==> config.mk <==
export PLATFORM = sky130hd
export DESIGN_NAME = game_flow_ctrl_flat
export DESIGN_NICKNAME = d
export VERILOG_FILES = /design/src/rtl/game_flow_ctrl_if.sv /design/src/rtl/game_flow_ctrl.sv /design/src/flat_wrapper.sv
export SDC_FILE = /design/constraint.sdc
export NUM_CORES = 1
export LEC_CHECK = 0
export BUFFER_PORTS_ARGS = -buffer_cell sky130_fd_sc_hd__buf_2
export CELL_PAD_IN_SITES_DETAIL_PLACEMENT = 1
export CELL_PAD_IN_SITES_GLOBAL_PLACEMENT = 2
export CORE_MARGIN = 2
export CORE_UTILIZATION = 36
export DETAILED_ROUTE_END_ITERATION = 7
export PLACE_DENSITY = 0.74
export SKIP_CTS_REPAIR_TIMING = 1
export SLEW_MARGIN = 10
export SYNTH_ARGS = -nofsm -noshare
export SYNTH_HDL_FRONTEND = slang
export SYNTH_SLANG_ARGS = --single-unit
==> constraint.sdc <==
create_clock -name iVGA_CLK -period 2.35 [get_ports iVGA_CLK]
set_input_delay 0.235 -clock iVGA_CLK [delete_from_list [all_inputs] [get_ports iVGA_CLK]]
set_output_delay 0.235 -clock iVGA_CLK [all_outputs]
set_load 0.05 [all_outputs]
==> src/rtl/game_flow_ctrl_if.sv <==
// Player/datapath signal bundle for the game flow sequencer.
// master drives raw inputs (renderer side / bench), slave is the sequencer.
interface game_flow_ctrl_if;
    logic       iVS;
    logic       start_btn;
    logic       fire_btn;
    logic       pause_btn;
    logic [3:0] remaining_enemies;
    logic       player_hit;
    logic       oFrame_tick;
    logic       oMove_en;
    logic       oFire_req;
    logic       oClear_field;
    logic [2:0] oState;
    logic [1:0] oLives;
    logic [3:0] oLevel;

    modport master (
        output iVS, start_btn, fire_btn, pause_btn, remaining_enemies, player_hit,
        input  oFrame_tick, oMove_en, oFire_req, oClear_field, oState, oLives, oLevel
    );

    modport slave (
        input  iVS, start_btn, fire_btn, pause_btn, remaining_enemies, player_hit,
        output oFrame_tick, oMove_en, oFire_req, oClear_field, oState, oLives, oLevel
    );
endinterface

==> src/rtl/game_flow_ctrl.sv <==
// Space-shooter game sequencer: button/VS synchronisation, game FSM,
// fire rate limiting, lives and level bookkeeping, datapath gating.
module game_flow_ctrl #(
    parameter int unsigned FIRE_COOLDOWN = 8,
    parameter int unsigned START_DELAY   = 60,
    parameter int unsigned NUM_LIVES     = 3,
    parameter int unsigned MAX_LEVEL     = 15
) (
    input  logic             iVGA_CLK,
    input  logic             iRST_n,
    game_flow_ctrl_if.slave  bus
);
    typedef enum logic [2:0] {
        ST_IDLE   = 3'd0,
        ST_READY  = 3'd1,
        ST_PLAY   = 3'd2,
        ST_PAUSED = 3'd3,
        ST_WIN    = 3'd4,
        ST_LOSE   = 3'd5
    } state_t;

    localparam logic [7:0] COOL_L      = 8'(FIRE_COOLDOWN);
    localparam logic [7:0] DELAY_L     = 8'(START_DELAY);
    localparam logic [1:0] LIVES_L     = 2'(NUM_LIVES);
    localparam logic [3:0] LEVEL_MAX_L = 4'(MAX_LEVEL);

    // bit order: {iVS, pause, fire, start}
    logic [3:0] raw_s;
    logic [3:0] sync1_r, sync2_r, prev_r, edge_r;
    logic       start_s, fire_s, pause_s, tick_s;

    state_t     state_r, state_s;
    logic [1:0] lives_r, lives_s;
    logic [3:0] level_r, level_s;
    logic [7:0] cool_r, cool_s, cool_dec_s;
    logic [7:0] cnt_r, cnt_s, cnt_tick_s;
    logic       move_s, fire_req_s, clear_s;
    logic       frame_r, move_r, fire_req_r, clear_r;

    assign raw_s   = {bus.iVS, bus.pause_btn, bus.fire_btn, bus.start_btn};
    assign start_s = edge_r[0];
    assign fire_s  = edge_r[1];
    assign pause_s = edge_r[2];
    assign tick_s  = edge_r[3];

    // Two-flop synchronisers, previous-value flops and registered edge strobes
    always_ff @(posedge iVGA_CLK or negedge iRST_n) begin
        if (!iRST_n) begin
            sync1_r <= 4'd0;
            sync2_r <= 4'd0;
            prev_r  <= 4'd0;
            edge_r  <= 4'd0;
        end else begin
            sync1_r <= raw_s;
            sync2_r <= sync1_r;
            prev_r  <= sync2_r;
            edge_r  <= {~sync2_r[3] & prev_r[3], sync2_r[2:0] & ~prev_r[2:0]};
        end
    end

    // Game FSM next state, bookkeeping updates and pulse requests
    always_comb begin
        state_s    = state_r;
        lives_s    = lives_r;
        level_s    = level_r;
        move_s     = 1'b0;
        fire_req_s = 1'b0;
        clear_s    = 1'b0;
        cool_dec_s = (tick_s && (cool_r != 8'd0)) ? (cool_r - 8'd1) : cool_r;
        cool_s     = cool_r;
        cnt_tick_s = (tick_s && (cnt_r != 8'hFF)) ? (cnt_r + 8'd1) : cnt_r;
        case (state_r)
            ST_IDLE: begin
                if (start_s) begin
                    state_s = ST_READY;
                    clear_s = 1'b1;
                    lives_s = LIVES_L;
                    level_s = 4'd1;
                    cool_s  = 8'd0;
                end else begin
                    state_s = ST_IDLE;
                end
            end
            ST_READY: begin
                if (tick_s && (cnt_tick_s >= DELAY_L)) begin
                    state_s = ST_PLAY;
                end else begin
                    state_s = ST_READY;
                end
            end
            ST_PLAY: begin
                move_s = tick_s;
                cool_s = cool_dec_s;
                // Event priority: win, hit, pause, then fire
                if (bus.remaining_enemies == 4'd0) begin
                    state_s = ST_WIN;
                end else if (bus.player_hit) begin
                    if (lives_r > 2'd1) begin
                        lives_s = lives_r - 2'd1;
                        clear_s = 1'b1;
                        state_s = ST_READY;
                    end else begin
                        lives_s = 2'd0;
                        state_s = ST_LOSE;
                    end
                end else if (pause_s) begin
                    state_s = ST_PAUSED;
                end else if (fire_s && (cool_dec_s == 8'd0)) begin
                    fire_req_s = 1'b1;
                    cool_s     = COOL_L;
                end else begin
                    state_s = ST_PLAY;
                end
            end
            ST_PAUSED: begin
                if (pause_s) begin
                    state_s = ST_PLAY;
                end else begin
                    state_s = ST_PAUSED;
                end
            end
            ST_WIN: begin
                if (start_s) begin
                    state_s = ST_READY;
                    clear_s = 1'b1;
                    level_s = (level_r < LEVEL_MAX_L) ? (level_r + 4'd1) : LEVEL_MAX_L;
                end else begin
                    state_s = ST_WIN;
                end
            end
            ST_LOSE: begin
                if (start_s) begin
                    state_s = ST_IDLE;
                end else begin
                    state_s = ST_LOSE;
                end
            end
            default: begin
                state_s = ST_IDLE;
            end
        endcase
        cnt_s = (state_s != state_r) ? 8'd0 : cnt_tick_s;
    end

    // State, bookkeeping and registered pulse outputs
    always_ff @(posedge iVGA_CLK or negedge iRST_n) begin
        if (!iRST_n) begin
            state_r    <= ST_IDLE;
            lives_r    <= 2'd0;
            level_r    <= 4'd0;
            cool_r     <= 8'd0;
            cnt_r      <= 8'd0;
            frame_r    <= 1'b0;
            move_r     <= 1'b0;
            fire_req_r <= 1'b0;
            clear_r    <= 1'b0;
        end else begin
            state_r    <= state_s;
            lives_r    <= lives_s;
            level_r    <= level_s;
            cool_r     <= cool_s;
            cnt_r      <= cnt_s;
            frame_r    <= tick_s;
            move_r     <= move_s;
            fire_req_r <= fire_req_s;
            clear_r    <= clear_s;
        end
    end

    assign bus.oFrame_tick  = frame_r;
    assign bus.oMove_en     = move_r;
    assign bus.oFire_req    = fire_req_r;
    assign bus.oClear_field = clear_r;
    assign bus.oState       = state_r;
    assign bus.oLives       = lives_r;
    assign bus.oLevel       = level_r;
endmodule

==> src/flat_wrapper.sv <==
// flat-port wrapper written by rule: the top's interface ports become plain ports
module game_flow_ctrl_flat 
#(
    parameter int unsigned FIRE_COOLDOWN = 8,
    parameter int unsigned START_DELAY   = 60,
    parameter int unsigned NUM_LIVES     = 3,
    parameter int unsigned MAX_LEVEL     = 15
)
  (iVGA_CLK, iRST_n, bus_iVS, bus_start_btn, bus_fire_btn, bus_pause_btn, bus_remaining_enemies, bus_player_hit, bus_oFrame_tick, bus_oMove_en, bus_oFire_req, bus_oClear_field, bus_oState, bus_oLives, bus_oLevel);
  game_flow_ctrl_if bus_i ();
  input  logic iVGA_CLK;
  input  logic iRST_n;
  input wire logic [$bits(bus_i.iVS)-1:0] bus_iVS;
  input wire logic [$bits(bus_i.start_btn)-1:0] bus_start_btn;
  input wire logic [$bits(bus_i.fire_btn)-1:0] bus_fire_btn;
  input wire logic [$bits(bus_i.pause_btn)-1:0] bus_pause_btn;
  input wire logic [$bits(bus_i.remaining_enemies)-1:0] bus_remaining_enemies;
  input wire logic [$bits(bus_i.player_hit)-1:0] bus_player_hit;
  output wire logic [$bits(bus_i.oFrame_tick)-1:0] bus_oFrame_tick;
  output wire logic [$bits(bus_i.oMove_en)-1:0] bus_oMove_en;
  output wire logic [$bits(bus_i.oFire_req)-1:0] bus_oFire_req;
  output wire logic [$bits(bus_i.oClear_field)-1:0] bus_oClear_field;
  output wire logic [$bits(bus_i.oState)-1:0] bus_oState;
  output wire logic [$bits(bus_i.oLives)-1:0] bus_oLives;
  output wire logic [$bits(bus_i.oLevel)-1:0] bus_oLevel;
  assign bus_i.iVS = bus_iVS;
  assign bus_i.start_btn = bus_start_btn;
  assign bus_i.fire_btn = bus_fire_btn;
  assign bus_i.pause_btn = bus_pause_btn;
  assign bus_i.remaining_enemies = bus_remaining_enemies;
  assign bus_i.player_hit = bus_player_hit;
  assign bus_oFrame_tick = bus_i.oFrame_tick;
  assign bus_oMove_en = bus_i.oMove_en;
  assign bus_oFire_req = bus_i.oFire_req;
  assign bus_oClear_field = bus_i.oClear_field;
  assign bus_oState = bus_i.oState;
  assign bus_oLives = bus_i.oLives;
  assign bus_oLevel = bus_i.oLevel;
  game_flow_ctrl #(.FIRE_COOLDOWN(FIRE_COOLDOWN), .START_DELAY(START_DELAY), .NUM_LIVES(NUM_LIVES), .MAX_LEVEL(MAX_LEVEL)) u_core (.iVGA_CLK(iVGA_CLK), .iRST_n(iRST_n), .bus(bus_i));
endmodule
# Word level (Yosys, flattened, before mapping)
# Index checks and enable logic that the tools add are counted.
# word_totals
regBits,45
in_bits,11
output_inout_bits,13
wordCells,89
# classes
n_addsub,4
n_lt_le_gt_ge,3
n_eq_ne,11
mux,40
n_bitwise,4
reduce_logical,14
# op_table
cell,count
8-bit 2-to-1 mux,8
3-bit 2-to-1 mux,7
3-bit case mux with 6 select lines,1
8-bit case mux with 2 select lines,1
1-bit 2-to-1 mux,12
4-bit 2-to-1 mux,3
2-bit 2-to-1 mux,5
"8-bit by 1-bit adder with 8-bit output, second input constant",1
"8-bit by 6-bit greater-or-equal comparator with 1-bit output, second input constant",1
8-bit zero test,1
"8-bit != test, second input constant",1
4-bit case mux with 2 select lines,1
8-bit nonzero test,1
"8-bit by 1-bit subtractor with 8-bit output, second input constant",1
"3-bit by 2-bit equality test with 1-bit output, second input constant",2
"3-bit equality test, second input constant",2
"4-bit by 1-bit adder with 4-bit output, second input constant",1
1-bit logical AND,4
4-bit zero test,1
"4-bit less-than comparator, second input constant",1
"2-bit by 1-bit != test with 1-bit output, second input constant",2
"2-bit != test, second input constant",2
2-bit case mux with 2 select lines,1
4-bit AND reduction,1
14 further kinds,15

# Longest topological paths before layout
# Gate-level depths: netlist of the first run.
# logic_depth
ltp_word,12
depth_mapped,8
mapped_depth_nobuf,8

# Worst setup path after synthesis of the first run
# Ideal clock, no wire load.
# synth_path
path_type,register -> register
from,"register u_core.state_r[1], in the netlist u_core.bus.oState[1]"
to,register u_core.cnt_r[7]
setup_time_ns,0.131
arrival_time_ns,1.839
t_required_ns,2.219
slack_ns,0.380
path_stages_with_launch,8
n_path_buf,1
synth_period_minus_slack_ns,1.970
path_cell_list,dfrtp_1 > nand2b_1 > or2_2 > clkbuf_1 > nor2_1 > o21ai_0 > o2111ai_4 > nor3_2
# synth_between
elab_chain_len,7
word_cells_on_any_way,13
classes_between,6 x eq/ne; 6 x mux; 1 x reduce/logical
# synth_rtl
item,line_no,text
start: declaration,game_flow_ctrl.sv:32,"state_t state_r, state_s;"
start signal: assignment,game_flow_ctrl.sv:158,state_r <= state_s;
3-bit 2-to-1 mux,game_flow_ctrl.sv:108,end else if (fire_s && (cool_dec_s == 8'd0)) begin
3-bit 2-to-1 mux,game_flow_ctrl.sv:106,end else if (pause_s) begin
3-bit 2-to-1 mux,game_flow_ctrl.sv:97,end else if (bus.player_hit) begin
3-bit 2-to-1 mux,game_flow_ctrl.sv:95,if (bus.remaining_enemies == 4'd0) begin
3-bit case mux with 6 select lines,game_flow_ctrl.sv:72,case (state_r)
3-bit != test *,game_flow_ctrl.sv:142,cnt_s = (state_s != state_r) ? 8'd0 : cnt_tick_s;
8-bit 2-to-1 mux *,game_flow_ctrl.sv:142,
via u_core.cnt_s[7],game_flow_ctrl.sv:36,"logic [7:0] cnt_r, cnt_s, cnt_tick_s;"
end signal: assignment,game_flow_ctrl.sv:162,cnt_r <= cnt_s;
end: declaration,game_flow_ctrl.sv:36,
# The timed path passes the listed nets; every way through them passes the cells marked *.
# A chain may end at the register's enable or synchronous reset.

# Final worst setup path of the first run
# layout_path
from,register u_core.cnt_r[0]
to,register u_core.cnt_r[7]
# layout_between
elab_chain_len,9
word_cells_on_any_way,10
classes_between,1 x add/sub; 1 x order compare; 2 x eq/ne; 4 x mux; 2 x reduce/logical
# layout_rtl
item,line_no,text
"parallel branches: the longest is 2 deep, another holds 8-bit by 1-bit adder with 8-bit output",n/a,
8-bit 2-to-1 mux *,game_flow_ctrl.sv:71,cnt_tick_s = (tick_s && (cnt_r != 8'hFF)) ? (cnt_r + 8'd1) : cnt_r;
8-bit by 6-bit greater-or-equal comparator with 1-bit output,game_flow_ctrl.sv:85,if (tick_s && (cnt_tick_s >= DELAY_L)) begin
1-bit logical AND,game_flow_ctrl.sv:85,
2-bit 2-to-1 mux,game_flow_ctrl.sv:85,
3-bit case mux with 6 select lines,game_flow_ctrl.sv:72,
3-bit != test,game_flow_ctrl.sv:142,
8-bit 2-to-1 mux *,game_flow_ctrl.sv:142,
via u_core.cnt_s[7],game_flow_ctrl.sv:36,
# Mark *: on every way through the listed nets, which the timed path passes.

==> metrics, run 1 <==
hold crit path type=input pin to flop; Via density=5.36; Detail Route Antenna Nets=0; CP endpoint kind=flop; Fin Clk Skew=11.9 ps; peak supply drop=0.352 mV; Post-Syn Area=2160 um2; cell leakage power=1.13 nW; status=completed; Data arrival, critical path=2390 ps; initial core utilization=0.370; Clock Path Buffers=2; Max Slew Vio Count=0; port bufs=23; share of cells above drive strength 1=0.228; Post-synth EDFFs=0; GRT overflow=0; routed len/inst=15.5 um; later-pin clock latency in the skew report=300 ps; total global-route track usage=0.172; RSZ-0062 raised after global routing=no; drt first pass iters=4; CP startpoint kind=flop; initial antenna violation count=0; Nets=267; Synthesized Nets=229; Switch Pwr=0.449 mW; Clk pwr share=0.360; Boundary Pins=24; hold path start=bus_start_btn; Period Utilization, post-route=0.920; CP max FO=8; Fin Setup TNS=0 ps; Final Hold Viols=0; FMAX=0.462 GHz; Reg clk slew, reported paths=100 ps; RePlAce Congestion=0.756; Design Area, Final=2550 um2; Post-synth ARST share=1.00; Synth Register Bits=45; Pwr Density=654 nW/um2; first-pass GRT wire length=8690 um; # setup viols final=0; placed insts=320; placed cell area=2430 um2; # H-tree levels=2; combinational power share=0.119; ANT cells=0; Synth cell types=51; Area Growth Syn to Fin=18.1%; # DRC=0; hpwl dp=3740 um; vias=1763; ys flop type=dfrtp_1; max_cap viols=0; internal power=1.22 mW; cell chosen for the clock root=clkbuf_8; syn_area_per_cell=10.1 um2; Finished Layout Cells=329; Post-Syn Instances=215; CORE AREA=5850 um2; TritonCTS buffer count=5; Synthesis Warnings=0; Relative slew margins=0.654; largest net degree at the start of global routing=20; minimum clock period=2160 ps; switch share=0.269; Die Height=81.5 um; Critical R2R Launch=u_core.cnt_r[0]; Reg power frac=0.521; DR iter-0 viols=89; Least-Margin Pin Slew=513 ps; die area=6640 um2; Setup CP Type=flop to flop; CP Launch Point=u_core.cnt_r[0]; CTS tree=built; Clock Sinks=45; FP Rows=28; DRT Wirelength=5110 um; Die Wd=81.5 um; WP data required=2580 ps; vias in the first global route=1761; post-synthesis sequential area ratio=0.521
-- cells in the mapped netlist, types with 3 or more instances --
master     n  area [um2]
a21oi_1    8        40.0
a31oi_1    6        37.5
dfrtp_1   45        1130
ha_1       3        37.5
inv_1      4        15.0
nand2_1   27         101
nand2b_1   5        31.3
nand3_1   12        60.1
nor2_1    22        82.6
nor2b_1    5        31.3
nor3_1     8        40.0
o211ai_1   3        22.5
o21ai_0   15        75.1
o22ai_1    4        25.0
or3_1      3        18.8
-- metrics by stage --
step	utilization	hold WS (ps)	setup WS [ps]	power, mW
floorplan	-	-60.6	380	1.01
global placement	0.415	166	228	1.09
detailed placement	0.415	157	162	1.09
CTS	0.435	-177	150	1.70
global route	0.436	18.7	16.5	1.76
finish	0.436	37.7	187	1.67
-- registers in the layout, summed over array words and instances, names as in the netlist, 2 cells and up --
register / flops
u_core.cnt_r: 8
u_core.cool_r: 8
u_core.bus.oLevel: 4
u_core.edge_r: 4
u_core.prev_r: 4
u_core.sync1_r: 4
u_core.sync2_r: 4
u_core.bus.oState: 3
u_core.bus.oLives: 2
-- area by class of cell --
cell class,count,area (um2)
Clock buffer,5,68.8
Clock inverter,3,46.3
Fill cell,670,3300
Inverter,4,15.0
Multi-Input combinational cell,160,981
Sequential cell,45,1130
Tap cell,75,93.8
Timing Repair Buffer,37,223
-- power groups by stage --
| stage | sequential [mW] | combinational (mW) | clock (mW) |
|---|---|---|---|
| after floorplan | 0.888 | 0.125 | 0 |
| after global placement | 0.886 | 0.201 | 0 |
| after detailed placement | 0.888 | 0.199 | 0 |
| after CTS | 0.873 | 0.200 | 0.625 |
| after global routing | 0.882 | 0.226 | 0.647 |
| final | 0.871 | 0.198 | 0.602 |
-- cell usage in the layout, fill, tap and decap left out, types with 3 or more instances in the layout --
cell,synthesis,routed
clkbuf_8,0,5
nand2b_1,5,5
o21ai_0,15,15
o22ai_1,4,4
nor2_1,22,22
nor3_1,8,8
nor2b_1,5,5
buf_2,1,23
or3_1,3,3
o211ai_1,3,3
a21oi_1,8,8
a31oi_1,6,6
nand2_1,27,27
dfrtp_1,45,45
ha_1,3,3
inv_1,4,4
nand3_1,12,12
buf_4,2,13
-- cells by family (layout without fill, tap and decap cells) --
kind of cell,after synthesis,after routing,share of synthesized area
compound gates,51,51,0.167
fa+ha+maj,3,3,0.0174
flops,45,45,0.521
simple gates,100,100,0.241
buf+inv,10,49,0.0255
xor+xnor,3,3,0.0122
mux,3,3,0.0168
-- routing by layer --
metal | wire [um] | up-vias | global-route usage
met4 | 77 | 0 | 0.0576
li1 | - | 857 | -
met3 | 147 | 8 | 0.0363
met1 | 2470 | 876 | 0.237
met2 | 2410 | 22 | 0.271
met5 | 0 | - | 0
-- worst paths after layout --
path	endpoint	cells past startpoint	slack, ps
max	u_core.cnt_r[7]	7	190
min	u_core.sync1_r[0]	1	40
max reg2reg	u_core.cnt_r[7]	7	190
min reg2reg	u_core.sync2_r[3]	0	350
max in group asynchronous	u_core.bus.oState[0]	3	1390
min in group asynchronous	u_core.prev_r[2]	2	380
-- worst max-delay path, cell delays in order, from the launching register on --
cell	delay (ps)
dfrtp_1	430
ha_1	280
and3_1	260
a21o_2	210
a21oi_1	210
o311a_4	250
o2111ai_4	210
nor3_2	250
No activity file was read; power rests on OpenSTA's default activity.
==> run 2, diff against run 1 <==
--- a/config.mk
+++ b/config.mk
@@ -8,6 +8,7 @@
 export BUFFER_PORTS_ARGS = -buffer_cell sky130_fd_sc_hd__buf_2
 export CELL_PAD_IN_SITES_DETAIL_PLACEMENT = 1
 export CELL_PAD_IN_SITES_GLOBAL_PLACEMENT = 2
+export CORE_ASPECT_RATIO = 0.5
 export CORE_MARGIN = 2
 export CORE_UTILIZATION = 36
 export DETAILED_ROUTE_END_ITERATION = 7
==> run 2 against run 1 <==
  * Critical path depth unchanged
  * Clock power is 37% higher
  * Worst setup slack worse by 0.65 ps
  * Global-route usage about the same
==> metrics, run 2 (synthesis gave the netlist of run 1 again) <==
Nets=265 (was 267); Area Growth Syn to Fin=20.0% (was 18.1%); pre-CTS setup slack=212 ps (was 162 ps); GRT overflow=0 (unchanged); r2r setup slk=190 ps (about the same); Die Wd=114 um (was 81.5 um); share of cells above drive strength 1=0.222 (was 0.228); # setup viols final=0 (unchanged); Reg clk slew, reported paths=60 ps (was 100 ps); peak supply drop=0.417 mV (was 0.352 mV); Die Height=58.8 um (was 81.5 um); total global-route track usage=0.173 (was 0.172); hold_ws=47.3 ps (was 37.7 ps); Fin Clk Skew=8.80 ps (was 11.9 ps); Boundary Pins=24 (unchanged); filler cell count=663 (was 670); Detail Route Antenna Nets=0 (unchanged); Clock Path Buffers=2 (unchanged); WP data required=2560 ps (was 2580 ps); CP startpoint kind=flop (unchanged); DR iter-0 viols=61 (was 89); later-pin clock latency in the skew report=290 ps (was 300 ps); die area=6680 um2 (was 6640 um2); routed len/inst=15.9 um (was 15.5 um); Least-Margin Pin Slew=613 ps (was 513 ps); cell chosen for the clock root=clkbuf_16 (was clkbuf_8); most frequent cells in the layout=dfrtp_1, nand2_1, buf_2 (unchanged); ANT cells=0 (unchanged); Via density=5.37 (was 5.36); Power Total=1.90 mW (was 1.67 mW); Critical R2R Launch=u_core.cnt_r[0] (unchanged); minimum clock period=2160 ps (about the same); Max Slew Vio Count=0 (unchanged); vias in the first global route=1786 (was 1761); Data arrival, critical path=2370 ps (was 2390 ps); Clock Sinks=45 (unchanged); vias=1744 (was 1763); Setup CP Type=flop to flop (unchanged); commonest non-fill, non-tap cell in the layout=dfrtp_1 (unchanged); Design Area, Final=2590 um2 (was 2550 um2); Final Hold Viols=0 (unchanged); reg2reg end=u_core.cnt_r[7] (unchanged); hpwl dp=3800 um (was 3740 um); placed cell area=2410 um2 (was 2430 um2); CORE AREA=5630 um2 (was 5850 um2); CP endpoint kind=flop (unchanged); status=completed (unchanged); CP max FO=8 (unchanged); worst setup margin=186 ps (was 187 ps); R2R depth=7 (unchanged); Period Utilization, post-route=0.921 (was 0.920); initial core utilization=0.384 (was 0.370); cell leakage power=1.15 nW (was 1.13 nW); port bufs=23 (unchanged); # H-tree levels=2 (unchanged); drt first pass iters=4 (unchanged); RePlAce Congestion=0.817 (was 0.756); CP Launch Point=u_core.cnt_r[0] (unchanged); Critical Path Sink=u_core.cnt_r[7] (unchanged); Fin Setup TNS=0 ps (unchanged); Pwr Density=733 nW/um2 (was 654 nW/um2); largest net degree at the start of global routing=26 (was 20); max_cap viols=0 (unchanged); TritonCTS buffer count=5 (unchanged); Reg area=1130 um2 (unchanged); FP Rows=19 (was 28); largest registers=u_core.cnt_r: 8 flops, u_core.cool_r: 8 flops (unchanged); RSZ-0062 raised after global routing=no (unchanged); CTS tree=built (unchanged); DRT Wirelength=5180 um (was 5110 um); FMAX=0.462 GHz (about the same); first-pass GRT wire length=8780 um (was 8690 um); Relative slew margins=0.590 (was 0.654); hold crit path type=input pin to flop (unchanged); area of the multi-input gates=981 um2 (unchanged); initial antenna violation count=0 (unchanged); # DRC=0 (unchanged)
## run 2: cell types whose count changed in the layout (fill, tap and decap cells not counted)
| cell | change |
|---|---|
| clkbuf_16 | +5 |
| clkbuf_8 | -5 |
| buf_4 | -2 |
| inv_6 | +2 |
| clkinv_4 | -1 |
| clkinvlp_4 | -1 |
## run 2: final cells by class
cell class	instances	area share
flip-flops and latches	45	0.434
repair buffers	35	0.0801
clock inverters	3	0.0183
inverters	4	0.00579
well taps	73	0.0352
multi-input cells	160	0.378
clock buffers	5	0.0482
## run 2: worst min path at each step
stage	from	endpoint	slack, ps	cells after the start
after CTS	iRST_n	u_core.sync1_r[3]	-80	2
after floorplan	iRST_n	u_core.bus.oClear_field	-60	0
after global routing	bus_pause_btn	u_core.sync1_r[2]	30	1
after detailed placement	iRST_n	u_core.sync1_r[3]	240	2
after global placement	iRST_n	u_core.sync1_r[3]	230	2
final	bus_fire_btn	u_core.sync1_r[1]	50	1
## run 2: power breakdown
part	total (mW)	switching, mW	internal, mW
sequential	0.875	0.0511	0.824
combinational	0.201	0.119	0.0819
clock	0.825	0.315	0.509
## run 2: per-layer routing
layer	routed length [um]	vias to the layer above	GRT usage
li1	-	847	-
met1	2620	870	0.227
met2	2320	20	0.283
met3	196	7	0.0515
met4	49	0	0.0505
met5	0	-	0
## run 2: critical path, cell delays in order (launching register included)
cell and delay [ps]:
dfrtp_1 420, ha_1 290, and3_1 250, a21o_2 210
a21oi_1 220, o311a_4 260, o2111ai_4 210, nor3_2 230
## run 2: metrics by stage
stage | instances | util
final | 325 | 0.460
after CTS | 324 | 0.459
after global routing | 325 | 0.460
after detailed placement | 316 | 0.428
after global placement | 316 | 0.428
after floorplan | 215 | -
==> run 3, diff against run 2 <==
--- a/config.mk
+++ b/config.mk
@@ -12,7 +12,7 @@
 export CORE_MARGIN = 2
 export CORE_UTILIZATION = 36
 export DETAILED_ROUTE_END_ITERATION = 7
-export PLACE_DENSITY = 0.74
+export PLACE_DENSITY_LB_ADDON = 0.1
 export SKIP_CTS_REPAIR_TIMING = 1
 export SLEW_MARGIN = 10
 export SYNTH_ARGS = -nofsm -noshare
==> run 3 against run 2 <==
  * The run now ends with negative hold slack left
  * Die area unchanged
  * Critical path depth unchanged
  * Sequential power about the same
  * Design area decreased by 0.39%
  * Register-to-register slack improved by 40 ps
==> metrics, run 3 (synthesis gave the netlist of run 1 again) <==
DR iter-0 viols=78 (was 61); Least-Margin Pin Slew=659 ps (was 613 ps); hold_ws=-28.2 ps (was 47.3 ps); failing checks=negative hold slack; Area Growth Syn to Fin=19.5% (was 20.0%); largest registers=u_core.cnt_r: 8 flops, u_core.cool_r: 8 flops (unchanged); GRT overflow=0 (unchanged); die area=6680 um2 (unchanged); Nets=264 (was 265); Final Hold Viols=27 (was 0); Critical Path Sink=u_core.cnt_r[7] (unchanged); first-pass GRT wire length=9330 um (was 8780 um); R2R depth=7 (unchanged); RSZ-0062 raised after global routing=no (unchanged); ANT cells=0 (unchanged); r2r setup slk=230 ps (was 190 ps); max_cap viols=0 (unchanged); Detail Route Antenna Nets=0 (unchanged); Via density=5.48 (was 5.37); WP data required=2560 ps (about the same); hold crit path type=input pin to asynchronous set/reset pin (was input pin to flop); Power Total=1.89 mW (was 1.90 mW); cell leakage power=1.15 nW (about the same); Period Utilization, post-route=0.902 (was 0.921); Die Height=58.8 um (unchanged); Reg clk slew, reported paths=60 ps (about the same); Relative slew margins=0.561 (was 0.590); commonest non-fill, non-tap cell in the layout=dfrtp_1 (unchanged); port bufs=23 (unchanged); RePlAce Congestion=0.806 (was 0.817); reg2reg end=u_core.cnt_r[7] (unchanged); FMAX=0.472 GHz (was 0.462 GHz); cell chosen for the clock root=clkbuf_16 (unchanged); Die Wd=114 um (unchanged); # setup viols final=0 (unchanged); CP Launch Point=u_core.cnt_r[0] (unchanged); largest net degree at the start of global routing=30 (was 26); later-pin clock latency in the skew report=290 ps (about the same); Critical R2R Launch=u_core.cnt_r[0] (unchanged); CTS tree=built (unchanged); status=finished with violations (was completed); total global-route track usage=0.185 (was 0.173); Boundary Pins=24 (unchanged); hpwl dp=3890 um (was 3800 um); initial antenna violation count=0 (unchanged); fin util=0.459 (was 0.460); initial core utilization=0.384 (unchanged); CP startpoint kind=flop (unchanged); Fin Clk Skew=6.24 ps (was 8.80 ps); share of cells above drive strength 1=0.223 (was 0.222); Pwr Density=733 nW/um2 (about the same); Data arrival, critical path=2330 ps (was 2370 ps); filler cell count=671 (was 663); Max Slew Vio Count=0 (unchanged); FP Rows=19 (unchanged); CP endpoint kind=flop (unchanged); vias in the first global route=1845 (was 1786); # DRC=0 (unchanged); DRT Wirelength=5340 um (was 5180 um); CP max FO=8 (unchanged); # H-tree levels=2 (unchanged); minimum clock period=2120 ps (was 2160 ps); Finished Layout Cells=324 (was 325); TritonCTS buffer count=5 (unchanged); peak supply drop=0.454 mV (was 0.417 mV); Clock Sinks=45 (unchanged); Clock Path Buffers=2 (unchanged); Fin Setup TNS=0 ps (unchanged); most frequent cells in the layout=dfrtp_1, nand2_1, buf_2 (unchanged); routed len/inst=16.5 um (was 15.9 um); vias=1777 (was 1744); CORE AREA=5630 um2 (unchanged); Setup CP Type=flop to flop (unchanged); worst setup margin=231 ps (was 186 ps); placed insts=316 (unchanged); pre-CTS setup slack=229 ps (was 212 ps); drt first pass iters=4 (unchanged)
run 3: cell types whose count changed in the layout (fill, tap and decap cells not counted), sizes merged:
| cell | before | now |
|---|---|---|
| dlygate4sd3 | 1 | 0 |
run 3: critical path: stages, from the launching register on:
cell       delay (ps)
dfrtp_1           420
ha_1              280
and3_1            250
a21o_2            200
a21oi_1           200
o311a_4           250
o2111ai_4         210
nor3_2            230
run 3: how the worst min path moves through the flow:
stage,start,to,slack [ps]
finish,iRST_n,u_core.cool_r[0],-30
global route,bus_iVS,u_core.sync1_r[3],30
CTS,iRST_n,u_core.cool_r[0],-3
detailed placement,iRST_n,u_core.cool_r[0],310
global placement,iRST_n,u_core.cool_r[1],300
floorplan,iRST_n,u_core.bus.oClear_field,-60
run 3: where the power goes:
group          switching (mW)  leakage (nW)  internal (mW)
clock network           0.313        0.0848          0.509
registers              0.0487         0.571          0.824
logic                   0.121         0.491         0.0788
run 3: final cells by class:
type | instances | area, um2 | share of cell area
inverters | 4 | 15.0 | 0.00581
well taps | 73 | 91.3 | 0.0354
flip-flops and latches | 45 | 1130 | 0.436
repair buffers | 34 | 198 | 0.0765
clock inverters | 3 | 47.5 | 0.0184
clock buffers | 5 | 125 | 0.0484
multi-input cells | 160 | 981 | 0.380
run 3: routing by layer:
layer	track usage	routed length, um
met4	0.0505	51
met3	0.0546	181
met5	0	0
met2	0.299	2430
met1	0.247	2680
run 3: per-stage QoR:
stage                     cell area [um2]  hold WS (ps)
after detailed placement             2410           307
final                                2580         -28.2
after CTS                            2580         -3.47
after floorplan                      2160         -60.6
after global placement               2410           295
after global routing                 2580          32.2
